## config.mk

```make
export PLATFORM = sky130hd
export DESIGN_NAME = bp_be_fe_queue_ckpt
export DESIGN_NICKNAME = d
export VERILOG_FILES = /design/src/rtl/bp_be_fe_queue_ckpt.sv
export SDC_FILE = /design/constraint.sdc
export NUM_CORES = 1
export LEC_CHECK = 0
export ABC_AREA = 1
export BUFFER_PORTS_ARGS = -buffer_cell sky130_fd_sc_hd__buf_4
export CORE_MARGIN = 4
export CORE_UTILIZATION = 40
export CTS_CLUSTER_SIZE = 28
export DETAILED_ROUTE_END_ITERATION = 10
export PLACE_DENSITY = 0.55
export SYNTH_ARGS = -nofsm -noshare
export SYNTH_HDL_FRONTEND = slang
export SYNTH_SLANG_ARGS = --single-unit
```

## constraint.sdc

```tcl
create_clock -name clk_i -period 6.7 [get_ports clk_i]
set_input_delay 0 -clock clk_i [delete_from_list [all_inputs] [get_ports clk_i]]
set_output_delay 0 -clock clk_i [all_outputs]
set_load 0.02 [all_outputs]
```

## src/rtl/bp_be_fe_queue_ckpt.sv

```systemverilog
// Checkpointing FE->BE instruction queue.
// Entries stay resident after issue until the BE commits them (deq), so the
// BE can rewind the speculative read pointer to the commit point (roll) or
// discard everything (clr). Pointers carry one extra wrap bit so that full
// and empty can be told apart without a separate counter.
module bp_be_fe_queue_ckpt #(
    parameter int width_p = 128,
    parameter int els_p   = 8
) (
    input  logic               clk_i,
    input  logic               reset_n_i,
    input  logic [width_p-1:0] fe_queue_i,
    input  logic               fe_queue_v_i,
    output logic               fe_queue_ready_o,
    output logic [width_p-1:0] fe_queue_o,
    output logic               fe_queue_v_o,
    input  logic               fe_queue_yumi_i,
    input  logic               fe_queue_deq_i,
    input  logic               fe_queue_roll_i,
    input  logic               fe_queue_clr_i
);

    localparam int idx_w_lp     = $clog2(els_p);
    localparam int ptr_width_lp = idx_w_lp + 1;

    logic [ptr_width_lp-1:0] wptr_r, rptr_r, cptr_r;
    logic [ptr_width_lp-1:0] wptr_n, rptr_n, cptr_n;
    logic [width_p-1:0]      mem_r [els_p];
    logic                    full;
    logic                    enq;

    // Full: same slot index, opposite lap. Only registered state is used so
    // the FE never sees ready depend on same-cycle BE commits.
    assign full = (wptr_r[idx_w_lp-1:0] == cptr_r[idx_w_lp-1:0])
               && (wptr_r[idx_w_lp] != cptr_r[idx_w_lp]);

    assign fe_queue_ready_o = reset_n_i & ~full;
    assign fe_queue_v_o     = reset_n_i & (rptr_r != wptr_r);
    assign fe_queue_o       = mem_r[rptr_r[idx_w_lp-1:0]];
    assign enq              = fe_queue_v_i & fe_queue_ready_o;

    // Next-pointer logic: clr dominates; otherwise commit first, then roll
    // to the updated commit point, else issue. Enqueue advances wptr always.
    always_comb begin
        wptr_n = wptr_r + {{(ptr_width_lp-1){1'b0}}, enq};
        cptr_n = cptr_r;
        rptr_n = rptr_r;
        if (fe_queue_clr_i) begin
            cptr_n = wptr_n;
            rptr_n = wptr_n;
        end else begin
            cptr_n = cptr_r + {{(ptr_width_lp-1){1'b0}}, fe_queue_deq_i};
            if (fe_queue_roll_i)
                rptr_n = cptr_n;
            else
                rptr_n = rptr_r + {{(ptr_width_lp-1){1'b0}}, fe_queue_yumi_i};
        end
    end

    // Pointer registers with asynchronous clear.
    always_ff @(posedge clk_i or negedge reset_n_i) begin
        if (!reset_n_i) begin
            wptr_r <= '0;
            rptr_r <= '0;
            cptr_r <= '0;
        end else begin
            wptr_r <= wptr_n;
            rptr_r <= rptr_n;
            cptr_r <= cptr_n;
        end
    end

    // Packet storage; contents need no reset since pointers gate visibility.
    always_ff @(posedge clk_i) begin
        if (enq)
            mem_r[wptr_r[idx_w_lp-1:0]] <= fe_queue_i;
    end

`ifndef SYNTHESIS
    // Protocol checks on BE/FE control inputs while out of reset.
    always @(posedge clk_i) begin
        if (reset_n_i) begin
            assert (!$isunknown({fe_queue_v_i, fe_queue_yumi_i, fe_queue_deq_i,
                                 fe_queue_roll_i, fe_queue_clr_i}))
                else $error("fe_queue: X on control input");
            assert (!(fe_queue_yumi_i && !fe_queue_v_o))
                else $error("fe_queue: yumi with no valid output");
            assert (!(fe_queue_deq_i && (cptr_r == rptr_r)))
                else $error("fe_queue: deq with no issued entry");
        end
    end
`endif

endmodule

```

Word-level counts from Yosys, hierarchy flattened
Memories as Yosys holds them, arrays and structs flattened. Cells that the tools add are included.

Add/subtract/negate cells: 3. Reductions and logical operators: 1. Multiplexer cells: 5. Eq/ne operators: 3. Bitwise operators: 4.

Operator list (number): $add A4 B1 Y4 (3); $mux W4 (3); $ne A4 B4 Y1 (1); $and A1 B1 Y1 (3); $eq A3 B3 Y1 (1); $mux W1 (2); $logic_and A1 B1 Y1 (1); $ne A1 B1 Y1 (1); $not A1 Y1 (1).

Memory bits (writable): 1024. Output and inout bits: 130. Memories: 1. Flip-flop bits (word level): 12.

Memories: mem_r (depth 8, bits a word 128, read ports 1, clocked after Yosys merged registers in 0, wr ports 1, line 28) `logic [width_p-1:0] mem_r [els_p];`.

Longest topological paths before layout
Depth after elaboration: 7. Depth in mapped cells: 13. Depth with buffers taken out: 12.

Worst setup path before layout
Ideal clock, no wire load.

Path type: reg2reg. From: reg wptr_r[0]. To: mem mem_r[0][0], enable pin. Stages on the path, launching flop included: 9. Data arrival time: 6.419 ns. Path slack: -0.336 ns. Buffers on the path: 1. Data required time: 6.083 ns. Cell sequence: dfrtp_1 > clkbuf_1 > inv_1 > nand2_1 > nand2_1 > nor2_1 > nand2_1 > nand3_1 > nor2_1.

Longest elaborated chain between the ends: 7.

RTL lines: start: declaration (line 26) `logic [ptr_width_lp-1:0] wptr_r, rptr_r, cptr_r;`; start signal: assignment (line 67) `wptr_r <= wptr_n;`; $eq A3 B3 Y1 (line 34) `assign full = (wptr_r[idx_w_lp-1:0] == cptr_r[idx_w_lp-1:0])`; $logic_and A1 B1 Y1 (line 35) `&& (wptr_r[idx_w_lp] != cptr_r[idx_w_lp]);`; $not A1 Y1 (line 37) `assign fe_queue_ready_o = reset_n_i & ~full;`; $and A1 B1 Y1 (line 37); $and A1 B1 Y1 (line 40) `assign enq = fe_queue_v_i & fe_queue_ready_o;`; $mux W1 (line 75) `if (enq)`; $mux W1 (implied by the code) (line 76) `mem_r[wptr_r[idx_w_lp-1:0]] <= fe_queue_i;`; end: declaration (line 28).

Several ways; a longest one is shown, not always the timed one.

Worst setup path after layout
From: reg rptr_r[0]. To: out fe_queue_o[32].

Longest elaborated chain between the ends: 1.

RTL lines: start: declaration (line 26); start signal: assignment (line 68) `rptr_r <= rptr_n;`; $mem_v2 Z8 W128; end: declaration (line 15) `output logic [width_p-1:0] fe_queue_o,`.

No other way between the ends.

==> flow_summary.json <==
{
  "cts_root_buffer": "clkbuf_16",
  "dieArea_sq_um": 107000,
  "die_y_microns": 327,
  "period_share": 0.594,
  "holdWs_ns": 0.100,
  "hp-start": "fe_queue_i[26]",
  "max_cap_violations": 0,
  "irDropWorstVdd_uv": 591,
  "setup.worst_path.end_class": "output pin",
  "powerDensity_nw_per_um2": 429,
  "place_inst": 4699,
  "outcome": "complete, no violations",
  "io_buffers": 264,
  "critPathMaxFanout": 198,
  "syn_nets": 3397,
  "routed_wl_microns": 95300,
  "cp.required_ns": 6.70,
  "multi_input_area_sq_um": 8660,
  "grt_start_max_net_pins": 215,
  "setup_viol": 0,
  "drv_slew": 0,
  "via_count": 25200,
  "drive_gt1_frac": 0.123,
  "leakagePower_nw": 16.8,
  "regArea_sq_um": 31100,
  "clk_pin_slew_worst_paths_ns": 0.06,
  "slew_headroom": 0.191,
  "die_w_microns": 327,
  "yosysWarnings": 0,
  "ant_nets": 0,
  "synth_cells": 3256,
  "worstSkewPairLatency_ns": 0.68,
  "routedWlPerCell_microns": 18.9,
  "fmaxAchievable_mhz": 251,
  "hold_end": "mem_r[0][26]$_DFFE_PP_",
  "final_cell_count_no_fill": 5047,
  "syn_area_per_cell_sq_um": 12.5,
  "h-tree-depth": 3,
  "cts_buffers": 110,
  "overflow": 0,
  "final-hold-violation-count": 0,
  "dpl_cell_area_sq_um": 43800,
  "finish.utilization": 0.484,
  "worstMarginPinSlew_ns": 1.21,
  "r2r-start": "wptr_r[0]$_DFF_PN0_",
  "worstPathArrival_ns": 3.98,
  "rsz0062_at_grt": "no",
  "area.growth.synth_to_final_pct": 19.6,
  "cts_tree": "yes",
  "num_io_pins": 265,
  "hold_depth": 2,
  "grt_pass1_wl_microns": 146000,
  "viasPerCell": 5.00,
  "cts_resized": 0,
  "fillers": 8884,
  "fin_nets": 3732,
  "seq_area_frac_synth": 0.763,
  "synth_cell_types": 20,
  "place_hpwl_microns": 44500,
  "core_sq_um": 101000,
  "hp-class": "in -> reg",
  "synth-seq-cells": 1036,
  "antenna_found_initial": 7,
  "clk_path_buf_depth": 3,
  "rr_worst_depth": 8,
  "fin_skew_ns": 0.0224,
  "stdcell_area_sq_um": 48700,
  "drc": 0,
  "fp-row-count": 116,
  "critPathKind": "reg -> out",
  "drt_iter0_markers": 1733,
  "grt.total_usage": 0.174,
  "critPathLaunchType": "flip-flop",
  "first_global_vias": 24500,
  "regToRegEndpoint": "mem_r[1][61]$_DFFE_PP_",
  "netlist_area_sq_um": 40700,
  "initial_utilization": 0.405,
  "cts_num_sinks": 1036,
  "dr.pass1.iters": 5,
  "period_needed_ns": 3.98,
  "reg2reg_slack_ns": 3.13,
  "gp_congestion": 0.734
}
## per-layer routing
layer  vias up  track usage  wire (microns)
li1      12200            -               -
met1     12400        0.238           43100
met5         -            0              40
met4         6       0.0432            1890
met2       463        0.290           46100
met3       121       0.0297            4200
## what timing repair did
action / 4_1_cts / 5_1_grt
hold endpoints to repair: 1044 / 0
buffers inserted: 0 / 0
hold buffers: 137 / 0
endpoints found under the setup margin: 0 / 0
## cells by family after synthesis
| kind of cell | after synthesis | synth area share |
|---|---|---|
| xor gates and xnor gates | 8 | 0.00172 |
| DFF | 1036 | 0.763 |
| buffers and inverters | 218 | 0.0259 |
| and+or+nand+nor | 1211 | 0.112 |
| adders and majority gates | 6 | 0.00184 |
| AOI/OAI and AO/OA | 777 | 0.0955 |
## cells in the final DEF (no fill, tap or decap)
cell | synthesis | layout
nor2_4 | 0 | 8
clkinv_4 | 0 | 2
bufinv_16 | 0 | 7
xor2_1 | 4 | 4
nand3_1 | 15 | 15
inv_16 | 0 | 3
diode_2 | 0 | 5
xnor2_1 | 4 | 4
inv_1 | 14 | 13
o21ai_1 | 261 | 261
edfxtp_1 | 1024 | 1024
buf_12 | 0 | 14
buf_4 | 8 | 275
o21ai_0 | 514 | 514
inv_6 | 0 | 3
clkinv_2 | 0 | 16
dlygate4sd3_1 | 0 | 137
clkbuf_8 | 0 | 3
dfrtp_4 | 0 | 3
nand2_1 | 413 | 413
or2_2 | 1 | 1
clkbuf_1 | 97 | 26
clkbuf_16 | 0 | 111
nor2_1 | 781 | 773
clkinv_1 | 0 | 31
clkinvlp_4 | 0 | 4
a21oi_1 | 2 | 2
nand4_1 | 1 | 1
ha_1 | 6 | 6
dfrtp_1 | 12 | 9
clkinv_8 | 0 | 2
## worst max path at each step
stage,startpoint,endpoint,cells past startpoint
CTS,rptr_r[0]$_DFF_PN0_,fe_queue_o[32],9
global placement,wptr_r[2]$_DFF_PN0_,mem_r[1][48]$_DFFE_PP_,8
finish,rptr_r[0]$_DFF_PN0_,fe_queue_o[32],9
detailed placement,wptr_r[2]$_DFF_PN0_,mem_r[3][78]$_DFFE_PP_,8
floorplan,wptr_r[0]$_DFF_PN0_,mem_r[0][0]$_DFFE_PP_,8
global route,rptr_r[0]$_DFF_PN0_,fe_queue_o[32],9
## cells in the mapped netlist
library cell	n	area [sq um]
inv_1	14	52.6
inv_4	1	6.26
xnor2_1	4	35.0
buf_1	25	93.8
nand4_1	1	6.26
ha_1	6	75.1
xor2_1	4	35.0
a21oi_1	2	10.0
edfxtp_1	1024	30700
nand3_1	15	75.1
or2_2	1	6.26
buf_4	8	60.1
nand2_1	413	1550
o21ai_0	514	2570
nor2_1	781	2930
clkbuf_1	97	364
buf_2	55	275
buf_6	18	203
o21ai_1	261	1310
dfrtp_1	12	300
## registers in the layout (all words and copies together) (netlist names)
name    count
cptr_r      4
mem_r    1024
wptr_r      4
rptr_r      4
## critical path, stage by stage, from the launching register on
cell     delay, ns
dfrtp_4       0.78
buf_12        0.67
buf_4         0.79
nor2_1        0.11
nor2_1        0.11
o21ai_0       0.10
o21ai_0       0.12
nand2_1       0.07
nand2_1       0.17
buf_4         0.17
## metrics by stage
step,setup WS (ns),total power [mW],TNS [ns]
3_5_place_dp,3.12,15.3,0
3_3_place_gp,3.16,15.2,0
6_report,2.72,20.9,0
2_1_floorplan,-0.336,12.7,-344.30
5_1_grt,2.40,22.2,0
4_1_cts,2.62,21.2,0
## area by class of cell
type / count / area share
timing repair buffer: 426 / 0.0763
inverter: 15 / 0.00159
clock buffer: 140 / 0.0599
multi-input combinational: 2002 / 0.178
tap: 1357 / 0.0349
clock inverter: 66 / 0.0112
sequential: 1036 / 0.638
antenna: 5 / 0.000257
## where the power goes
group	internal [mW]	switching [mW]
clock network	3.35	2.45
registers	7.69	0.239
logic	2.32	4.86
Power figures use the tool's default switching activity.
